### config.mk
export PLATFORM = sky130hd
export DESIGN_NAME = uart_rx_core
export DESIGN_NICKNAME = d
export VERILOG_FILES = /design/src/rtl/uart_rx_core.sv
export SDC_FILE = /design/constraint.sdc
export NUM_CORES = 1
export LEC_CHECK = 0
export ABC_AREA = 1
export BUFFER_PORTS_ARGS = -buffer_cell sky130_fd_sc_hd__buf_2
export CAP_MARGIN = 10
export CORE_MARGIN = 1.5
export CORE_UTILIZATION = 30
export CTS_BUF_LIST = sky130_fd_sc_hd__clkbuf_16
export DETAILED_ROUTE_END_ITERATION = 10
export SKIP_CTS_REPAIR_TIMING = 1
export SYNTH_ARGS = -nofsm -noshare
export SYNTH_HDL_FRONTEND = slang
export SYNTH_SLANG_ARGS = --single-unit
### constraint.sdc
create_clock -name clk -period 1.95 [get_ports clk]
set_clock_uncertainty 0.05 [all_clocks]
set_input_delay 0.195 -clock clk [delete_from_list [all_inputs] [get_ports clk]]
set_output_delay 0.195 -clock clk [all_outputs]
set_load 0.02 [all_outputs]
### src/rtl/uart_rx_core.sv
// ============================================================================
// uart_rx_core : oversampled UART receiver, configurable frame, valid/ready out
// Rev 1.0
// ============================================================================
`default_nettype none

module uart_rx_core #(
  parameter int CLKS_PER_BIT = 16,
  parameter int DATA_BITS    = 8,
  parameter int PARITY       = 0,
  parameter int STOP_BITS    = 1
) (
  input  logic                 clk,
  input  logic                 reset,
  input  logic                 rx_i,
  output logic [DATA_BITS-1:0] data,
  output logic                 valid,
  input  logic                 ready,
  output logic                 parity_err,
  output logic                 frame_err,
  output logic                 overrun
);

  localparam int CNT_W = $clog2(CLKS_PER_BIT);
  localparam int IDX_W = (DATA_BITS > 1) ? $clog2(DATA_BITS) : 1;

  localparam logic [CNT_W-1:0] HALF_LAST = CNT_W'(CLKS_PER_BIT / 2 - 1);
  localparam logic [CNT_W-1:0] FULL_LAST = CNT_W'(CLKS_PER_BIT - 1);
  localparam logic [IDX_W-1:0] IDX_LAST  = IDX_W'(DATA_BITS - 1);
  localparam logic             STOP_LAST = 1'(STOP_BITS - 1);

  typedef enum logic [2:0] {
    ST_IDLE  = 3'd0,
    ST_START = 3'd1,
    ST_DATA  = 3'd2,
    ST_PAR   = 3'd3,
    ST_STOP  = 3'd4,
    ST_BREAK = 3'd5
  } state_t;

  state_t               state, state_n;
  logic [CNT_W-1:0]     cnt, cnt_n;
  logic [IDX_W-1:0]     idx, idx_n;
  logic                 stop_idx, stop_idx_n;
  logic [DATA_BITS-1:0] shift, shift_n;
  logic                 perr, perr_n;
  logic                 ferr, ferr_n;
  logic                 done;
  logic                 rx_meta, rx_s;

  // Two-flop synchroniser; idle-high reset value avoids a false start bit.
  always_ff @(posedge clk) begin
    if (reset) begin
      rx_meta <= 1'b1;
      rx_s    <= 1'b1;
    end else begin
      rx_meta <= rx_i;
      rx_s    <= rx_meta;
    end
  end

  always_ff @(posedge clk) begin
    if (reset) begin
      state    <= ST_IDLE;
      cnt      <= '0;
      idx      <= '0;
      stop_idx <= 1'b0;
      shift    <= '0;
      perr     <= 1'b0;
      ferr     <= 1'b0;
    end else begin
      state    <= state_n;
      cnt      <= cnt_n;
      idx      <= idx_n;
      stop_idx <= stop_idx_n;
      shift    <= shift_n;
      perr     <= perr_n;
      ferr     <= ferr_n;
    end
  end

  always_comb begin
    state_n    = state;
    cnt_n      = cnt;
    idx_n      = idx;
    stop_idx_n = stop_idx;
    shift_n    = shift;
    perr_n     = perr;
    ferr_n     = ferr;
    done       = 1'b0;

    case (state)
      ST_IDLE: begin
        cnt_n = '0;
        if (!rx_s) state_n = ST_START;
      end

      ST_START: begin
        if (cnt == HALF_LAST) begin
          cnt_n = '0;
          if (rx_s) begin
            state_n = ST_IDLE;
          end else begin
            state_n = ST_DATA;
            idx_n   = '0;
            perr_n  = 1'b0;
            ferr_n  = 1'b0;
          end
        end else begin
          cnt_n = cnt + 1'b1;
        end
      end

      ST_DATA: begin
        if (cnt == FULL_LAST) begin
          cnt_n   = '0;
          shift_n = {rx_s, shift[DATA_BITS-1:1]};
          if (idx == IDX_LAST) begin
            idx_n      = '0;
            stop_idx_n = 1'b0;
            state_n    = (PARITY != 0) ? ST_PAR : ST_STOP;
          end else begin
            idx_n = idx + 1'b1;
          end
        end else begin
          cnt_n = cnt + 1'b1;
        end
      end

      ST_PAR: begin
        if (cnt == FULL_LAST) begin
          cnt_n      = '0;
          perr_n     = (PARITY == 2) ? ~(^shift ^ rx_s) : (^shift ^ rx_s);
          stop_idx_n = 1'b0;
          state_n    = ST_STOP;
        end else begin
          cnt_n = cnt + 1'b1;
        end
      end

      ST_STOP: begin
        if (cnt == FULL_LAST) begin
          cnt_n  = '0;
          ferr_n = ferr | ~rx_s;
          if (stop_idx == STOP_LAST) begin
            // Leave half a bit early so the next start edge is never missed.
            done    = 1'b1;
            state_n = rx_s ? ST_IDLE : ST_BREAK;
          end else begin
            stop_idx_n = 1'b1;
          end
        end else begin
          cnt_n = cnt + 1'b1;
        end
      end

      ST_BREAK: begin
        cnt_n = '0;
        if (rx_s) state_n = ST_IDLE;
      end

      default: begin
        state_n = ST_IDLE;
        cnt_n   = '0;
      end
    endcase
  end

  // Output holding register: a completed frame is dropped if the previous word is still unaccepted.
  always_ff @(posedge clk) begin
    if (reset) begin
      data       <= '0;
      valid      <= 1'b0;
      parity_err <= 1'b0;
      frame_err  <= 1'b0;
      overrun    <= 1'b0;
    end else if (done) begin
      if (!valid || ready) begin
        data       <= shift;
        parity_err <= perr;
        frame_err  <= ferr_n;
        valid      <= 1'b1;
        if (valid) overrun <= 1'b0;
      end else begin
        overrun <= 1'b1;
      end
    end else if (valid && ready) begin
      valid   <= 1'b0;
      overrun <= 1'b0;
    end
  end

endmodule

`default_nettype wire

==> results.cfg, run 1 <==
[run_status]
status = completed

[routing]
first_pass_iters = 4
ant_nets = 0
vias = 1260
drt_iter0_markers = 55
viasPerCell = 4.42
drc = 0
routed_wl_mm = 2.76
routedWlPerCell_microns = 9.67

[yosys]
synth-simple-area-share_pct = 24.6
synthesis.nets = 204
synthDominantCellAreaShare_pct = 45.8
yosys.cell_count.top_type = dfxtp_1
synth-xor-area-share_pct = 2.94
ys.flop_type = dfxtp_1
synth-compound-area-share_pct = 17.2
synth_top_family_by_area = simple AND/OR/NAND/NOR gates
synth_cell_types = 28
syn_inst = 197
yosysTopAreaCell = dfxtp_1
synth_common_cells = dfxtp_1 (34), nor2_1 (31), nand2_1 (28)
yosysWarnings = 0
ys_ff_latch = 34
synth-edff-count = 0
synth-async-reset-ratio_pct = 0
syn-cell-area_sq_um = 1490
yosys.area_share.adder_pct = 2.52
synth-seq-area-share_pct = 45.8
synthTopCellsByArea = dfxtp_1 (46%), nor2_1 (7.8%), o21ai_0 (7.4%)
synth.area.mux_share_pct = 0
avgSynthCellArea_sq_um = 7.55

[floorplanning]
die_h_microns = 73.4
io_pins = 16
core_area_sq_um = 4750
dieArea_sq_um = 5390
row_count = 25
die_w_microns = 73.4
initial_core_util_pct = 31.3

[clocking]
cts_buffers = 5
cts_tree = done
cts_max_path_buffers = 2
insertion_delay_ns = 0.27
htreeDepth = 2
path_clk_slew_ns = 0.05
cts_sinks = 34
root_buffer = clkbuf_16

[placed_design]
dp.final_hpwl_mm = 1.98
placed_cell_area_sq_um = 1640
place_congestion = 0.790
dpl_worst_slack_ns = 0.379
io_buffers = 15

[layout]
multi_input_area_sq_um = 703
fillers = 510
num_antenna_cells = 0
fin_area_sq_um = 1780
fin_util_pct = 37.4
regArea_sq_um = 681
area_delta_synth_final_pct = 19.6
drive_above_1_share_pct = 19.3
nNetsFinal = 224

[timing]
setup_ws_ns = 0.377
fmax_mhz = 636
rsz0062_at_grt = no
finalCritPeriodShare_pct = 80.6
hold_viol = 0
slew_headroom_pct = 76.4
tns_ns = 0
setup_viol = 0
slew_violations = 0
post-route-min-period_ns = 1.57
tightest_slew_ns = 0.351
hold_ws_ns = 0.0575

[worst_setup_path]
path_max_fanout = 14
start_kind = register
worstPathArrival_ns = 1.73
critPathRequiredTime_ns = 2.10
path_class = reg -> reg
critPathCaptureType = register

[min_path]
holdCritPathClass = in -> reg

[global_route]
grt_pass1_wl_mm = 4.80
grt_pass1_vias = 1126
grt_use_total_pct = 11.3
antenna_found_initial = 0
grt.overflow.total = 0
grt_max_degree = 18

[pwr]
power.density_nw_per_um2 = 1060
vdd_drop_max_mv = 0.494
p_leak_nw = 0.793

[job]
maxCapViolations = 0
==> cell type report <==
class	instances	area share, %
sequential	34	38.3
multi-input combinational	138	39.5
clock buffer	5	7.03
clock inverter	3	0.914
timing repair buffer	17	5.06
inverter	21	4.50
tap	67	4.71
==> cell usage in the layout (no fill, tap or decap), types with 4 or more instances in the layout <==
| cell | Yosys | final |
|---|---|---|
| nor2_1 | 31 | 31 |
| clkbuf_16 | 0 | 5 |
| nand3_1 | 10 | 10 |
| buf_2 | 1 | 15 |
| dfxtp_1 | 34 | 34 |
| inv_2 | 4 | 4 |
| inv_1 | 15 | 15 |
| a21oi_1 | 18 | 18 |
| o21ai_0 | 22 | 22 |
| nand2_1 | 28 | 28 |
==> power by group <==
part,internal [mW],switching (mW),total [mW],leakage [nW]
combinational,0.125,0.243,0.369,0.451
clock,0.465,0.273,0.738,0.0672
sequential,0.734,0.0546,0.788,0.275
total,1.32,0.571,1.89,0.793
==> layer usage <==
metal | GRT usage [%] | up-vias | routed length, microns
li1 | - | 686 | -
met1 | 15.3 | 556 | 1450
met2 | 17.1 | 14 | 1200
met3 | 3.70 | 4 | 80
met4 | 3.09 | 0 | 22
met5 | 0 | - | 0
==> sequential cells by signal, summed over array words and instances (netlist names) <==
signal      count
idx             3
state           3
data            8
rx_s            1
frame_err       1
rx_meta         1
parity_err      1
cnt             4
ferr            1
valid           1
overrun         1
perr            1
shift           8
==> cell families after synthesis <==
family          count (synthesis)
simple gates                   82
compound gates                 48
flops                          34
xor+xnor                        5
fa+ha+maj                       3
buf+inv                        25
==> worst paths after layout <==
check,cells after the start,slack [ns],end,startpoint
setup / recovery,7,0.38,data[0],cnt[0]
hold / removal,2,0.06,rx_meta,rx_i
setup reg to reg,7,0.38,data[0],cnt[0]
hold reg to reg,1,0.35,rx_s,rx_meta
==> critical path, stage by stage (launching register included) <==
cell and delay [ns]:
dfxtp_1 0.34, ha_1 0.19, nand3_1 0.16, nor2_2 0.23, nand2_2 0.14, clkinv_2 0.18
o21ai_0 0.10, a21oi_1 0.11
==> metrics by stage <==
| stage | instances | power, mW |
|---|---|---|
| global placement | 277 | 1.17 |
| CTS | 285 | 1.92 |
| floorplan | 197 | 1.10 |
| finish | 285 | 1.89 |
| global route | 285 | 2.02 |
| detailed placement | 277 | 1.17 |
Note: power is estimated with default switching activity, not from simulation.
==> inputs of run 2 (changes only) <==
Clock period 1.95 ns to 1.4 ns, I/O delays scaled along.
==> run 2 against run 1 <==
Against the previous run:
- design area is 18% higher
- die area stayed put
- power increased by 78%
- register-to-register slack got worse by 0.37 ns
- routed wire length up 16%
- hold slack worse by 0.049 ns
- critical endpoint is now idx[2]
==> results.cfg, run 2 (synthesis results as in run 1) <==
[pwr]
switching_power_mw = 0.962
p_sw_share_pct = 28.5
p_leak_nw = 0.924
vdd_drop_max_mv = 1.35
intPower_mw = 2.42
pwr-share-comb_pct = 25.3
power.share.sequential_pct = 33.1
clockPowerShare_pct = 41.6
power.density_nw_per_um2 = 1610

[timing]
slew_violations = 0
hold_viol = 0
tightest_slew_ns = 0.291
slew_headroom_pct = 80.5
finalCritPeriodShare_pct = 99.6
setup_viol = 0
hold_ws_ns = 0.00824
tns_ns = 0
rsz0062_at_grt = yes
fmax_mhz = 717
post-route-min-period_ns = 1.39

[worst_setup_path]
critPathRequiredTime_ns = 1.57
path_class = reg -> reg
worstPathArrival_ns = 1.56
start_kind = register
critPathCaptureType = register
path_max_fanout = 4

[layout]
regArea_sq_um = 691
final_cell_mix = nor2_1 (30), dfxtp_1 (28), nand2_1 (23)
fin_util_pct = 44.3
reg_top3 = data x8, shift x8, cnt x4
nNetsFinal = 242
fillers = 477
multi_input_area_sq_um = 812
area_delta_synth_final_pct = 41.5
final_common_cell = nor2_1
drive_above_1_share_pct = 34.3
fin_area_sq_um = 2110
num_antenna_cells = 0

[routing]
routedWlPerCell_microns = 10.5
vias = 1374
drc = 0
routed_wl_mm = 3.19
ant_nets = 0
viasPerCell = 4.53
drt_iter0_markers = 63
first_pass_iters = 4

[floorplanning]
core_area_sq_um = 4750
die_w_microns = 73.4
dieArea_sq_um = 5390
io_pins = 16
initial_core_util_pct = 31.3
die_h_microns = 73.4
row_count = 25

[global_route]
grt_pass1_vias = 1172
grt_max_degree = 20
grt_pass1_wl_mm = 4.97
antenna_found_initial = 0
grt_use_total_pct = 11.9
grt.overflow.total = 0

[clocking]
path_clk_slew_ns = 0.05
cts_max_path_buffers = 2
cts_sinks = 34
cts_buffers = 5
htreeDepth = 2
insertion_delay_ns = 0.28
cts_tree = done
root_buffer = clkbuf_16

[min_path]
holdCritPathClass = in -> reg

[placed_design]
placed_cell_area_sq_um = 1720
io_buffers = 15
place_congestion = 0.891
dp.final_hpwl_mm = 2.06

[run_status]
status = completed

[job]
maxCapViolations = 0
run 2: cell count changes in the layout (fill, tap and decap cells not counted), moves of 5 or more:
cell,previous run,this run
o21ai_1,3,8
dfxtp_2,0,5
dfxtp_1,34,28
buf_4,2,17
nand2_1,28,23
o21ai_0,22,15
run 2: final cells by class:
| type | count | share of cell area [%] |
|---|---|---|
| Clock buffer | 5 | 5.94 |
| Multi-Input combinational cell | 138 | 38.6 |
| Clock inverter | 3 | 3.03 |
| Inverter | 21 | 4.10 |
| Sequential cell | 34 | 32.8 |
| Timing Repair Buffer | 35 | 11.6 |
| Tap cell | 67 | 3.98 |
run 2: worst paths after layout:
| kind | slack, ns | depth (start not counted) | from | to |
|---|---|---|---|---|
| max | 0.006 | 8 | cnt[1] | idx[2] |
| min | 0.008 | 2 | ready | overrun |
| max reg2reg | 0.006 | 8 | cnt[1] | idx[2] |
| min reg2reg | 0.36 | 1 | rx_meta | rx_s |
run 2: worst max-delay path, stage by stage, from the launching register on:
cell and delay, ns:
dfxtp_2 0.35, ha_4 0.16, nand2_2 0.07, o21ai_2 0.20, buf_6 0.15, o21ai_4 0.07
inv_2 0.10, nand3_2 0.08, a21oi_2 0.11
run 2: per-layer routing:
layer	vias up	track usage, %	part of all wire, %
met5	-	0	0
met4	0	5.56	1.8
li1	716	-	-
met1	621	15.4	49
met3	6	3.70	4.5
met2	31	18.2	45
run 2: metrics by stage:
step           cells  setup slack [ns]  total power [mW]
5_1_grt          303            -0.101              3.54
3_5_place_dp     286            -0.138              1.66
6_report         303           0.00600              3.38
4_1_cts          294            -0.150              3.09
2_1_floorplan    197            0.0192              1.53
3_3_place_gp     286           -0.0705              1.67
run 2: power groups by stage:
stage                     clock, mW  combinational [mW]  sequential [mW]
after global placement            0               0.565             1.10
after CTS                      1.44               0.571             1.08
after detailed placement          0               0.559             1.10
after floorplan                   0               0.431             1.10
final                          1.41               0.854             1.12
after global routing           1.49               0.930             1.13
==> inputs of run 3 (changes only) <==
Settings changed: ABC_AREA 1 to 0.
==> run 3 against run 2 <==
Against the previous run:
- the flow now finishes with violations (negative hold slack, negative setup slack)
- sequential share of layout area is 0.51 points lower
- count of clock-buffer cells in the layout stayed put
- via count is 10% lower
- global-route usage is 0.093 points higher
- synthesized cell count is 21% lower
- highest routed layer unchanged
- critical path type unchanged
==> results.cfg, run 3 <==
[yosys]
synth-edff-count = 0
avgSynthCellArea_sq_um = 9.80
yosysWarnings = 0
ys.flop_type = dfxtp_1
yosysTopAreaCell = dfxtp_1
synthDominantCellAreaShare_pct = 44.5
ys_ff_latch = 34
synthTopCellsByArea = dfxtp_1 (45%), mux2i_1 (12%), nor2_1 (5.9%)
synth-seq-area-share_pct = 44.5
synthesis.nets = 163
syn_inst = 156
yosys.cell_count.top_type = dfxtp_1
synth_cell_types = 41
syn-cell-area_sq_um = 1530
synth_common_cells = dfxtp_1 (34), nor2_1 (24), mux2i_1 (18)
synth-async-reset-ratio_pct = 0

[timing]
rsz0062_at_grt = yes
tightest_slew_ns = 0.365
setup_viol = 17
hold_ws_ns = -0.00459
post-route-min-period_ns = 1.52
fmax_mhz = 658
slew_violations = 0
setup_ws_ns = -0.119
slew_headroom_pct = 75.0
hold_viol = 1
finalCritPeriodShare_pct = 109

[layout]
reg_top3 = data x8, shift x8, cnt x4
regArea_sq_um = 697
fin_area_sq_um = 2160
final_cell_mix = buf_4 (29), dfxtp_1 (25), nor2_1 (24)
nNetsFinal = 208
final_common_cell = buf_4
area_delta_synth_final_pct = 41.2
drive_above_1_share_pct = 40.1
multi_input_area_sq_um = 865
num_antenna_cells = 0
fillers = 481
finalNonFillerCells = 269

[floorplanning]
core_area_sq_um = 4820
row_count = 25
io_pins = 16
die_w_microns = 74.4
dieArea_sq_um = 5530
die_h_microns = 74.4
initial_core_util_pct = 31.7

[clocking]
insertion_delay_ns = 0.28
root_buffer = clkbuf_16
path_clk_slew_ns = 0.05
htreeDepth = 2
cts_buffers = 5
cts_sinks = 34
cts_max_path_buffers = 2
cts_tree = done

[placed_design]
io_buffers = 15
place_congestion = 0.882
dp.final_hpwl_mm = 2.15
placed_cell_area_sq_um = 1920
place_inst = 258
dpl_worst_slack_ns = -0.186

[routing]
ant_nets = 0
viasPerCell = 4.60
drc = 0
vias = 1237
routed_wl_mm = 3.09
first_pass_iters = 4
drt_iter0_markers = 66
routedWlPerCell_microns = 11.5

[job]
maxCapViolations = 0

[global_route]
grt_pass1_vias = 1073
grt_max_degree = 19
grt.overflow.total = 0
met1_usage_pct = 16.1
grt_use_total_pct = 12.0
use_met2_pct = 17.9
busiest_layer = met2
grt_pass1_wl_mm = 4.97
antenna_found_initial = 0
gr-usage-met3_pct = 3.66

[pwr]
power.share.sequential_pct = 43.1
power_mw = 2.35
switching_power_mw = 0.566
pwr-share-comb_pct = 12.3
p_leak_nw = 0.987
power.density_nw_per_um2 = 1090
clockPowerShare_pct = 44.6
intPower_mw = 1.78
vdd_drop_max_mv = 0.831
p_sw_share_pct = 24.1

[worst_setup_path]
path_buf_inv = 0
critical_path.top_delay_family = simple AND/OR/NAND/NOR gates
critPathCaptureType = register
path_max_fanout = 9
crit_chain = or3b_4, a21o_1, nand3_2, mux2_4
critPathRequiredTime_ns = 1.51
worstPathArrival_ns = 1.63
start_kind = register
critPathMaxStageDelay_ns = 0.38
critPathSlowestCell = dfxtp_4
path_class = reg -> reg

[run_status]
status = finished, violations left
violations = negative hold slack, negative setup slack

[min_path]
holdCritPathClass = in -> reg
==> run 3: changes by cell type after synthesis, moves of 4 or more <==
cell and change:
nand2_1 -24, o21ai_0 -19, mux2i_1 +18, a21oi_1 -13, inv_1 -13, nor2_1 -7, nand3_1 -6, inv_2 -4
nand2b_1 +4
==> run 3: final cells by class <==
class                           instances  share of cell area (%)
Clock buffer                            5                    5.80
Multi-Input combinational cell        110                    40.1
Timing Repair Buffer                   48                    16.9
Sequential cell                        34                    32.3
Inverter                                2                   0.348
Clock inverter                          3                   0.754
Tap cell                               67                    3.88
==> run 3: power groups by stage <==
stage	Clock [mW]	Sequential, mW	Combinational [mW]
2_1_floorplan	0	1.03	0.173
3_3_place_gp	0	1.03	0.272
3_5_place_dp	0	1.03	0.273
4_1_cts	1.08	1.01	0.275
5_1_grt	1.11	1.02	0.321
6_report	1.05	1.01	0.288
==> run 3: stage by stage <==
stage | setup TNS, ns | util [%]
finish | -0.661 | 44.8
global route | -2.43 | 44.8
CTS | -1.45 | 42.7
detailed placement | -1.14 | 39.8
global placement | -0.883 | 39.8
floorplan | -0.793 | -
==> run 3: per-layer routing <==
layer  wire (microns)  vias up  part of all wire (%)
met2             1380       19                    45
met1             1550      573                    50
li1                 -      640                     -
met3              105        5                   3.4
met4               52        0                   1.7
met5                0        -                     0
==> run 3: cell families after synthesis <==
group	after synthesis	share of synthesized area [%]
fa+ha+maj	3	2.46
compound gates	21	10.1
buf+inv	12	4.01
xor+xnor	10	6.63
simple gates	57	19.8
flops	34	44.5
mux	19	12.5
==> run 3: path summary, 6_finish.rpt <==
kind	start	to	slack, ns	cells past startpoint
worst max register to register	state[1]	state[0]	-0.12	4
worst max-delay path	state[1]	state[0]	-0.12	4
worst min register to register	rx_meta	rx_s	0.36	1
worst min-delay path	rx_i	rx_meta	-0.005	2
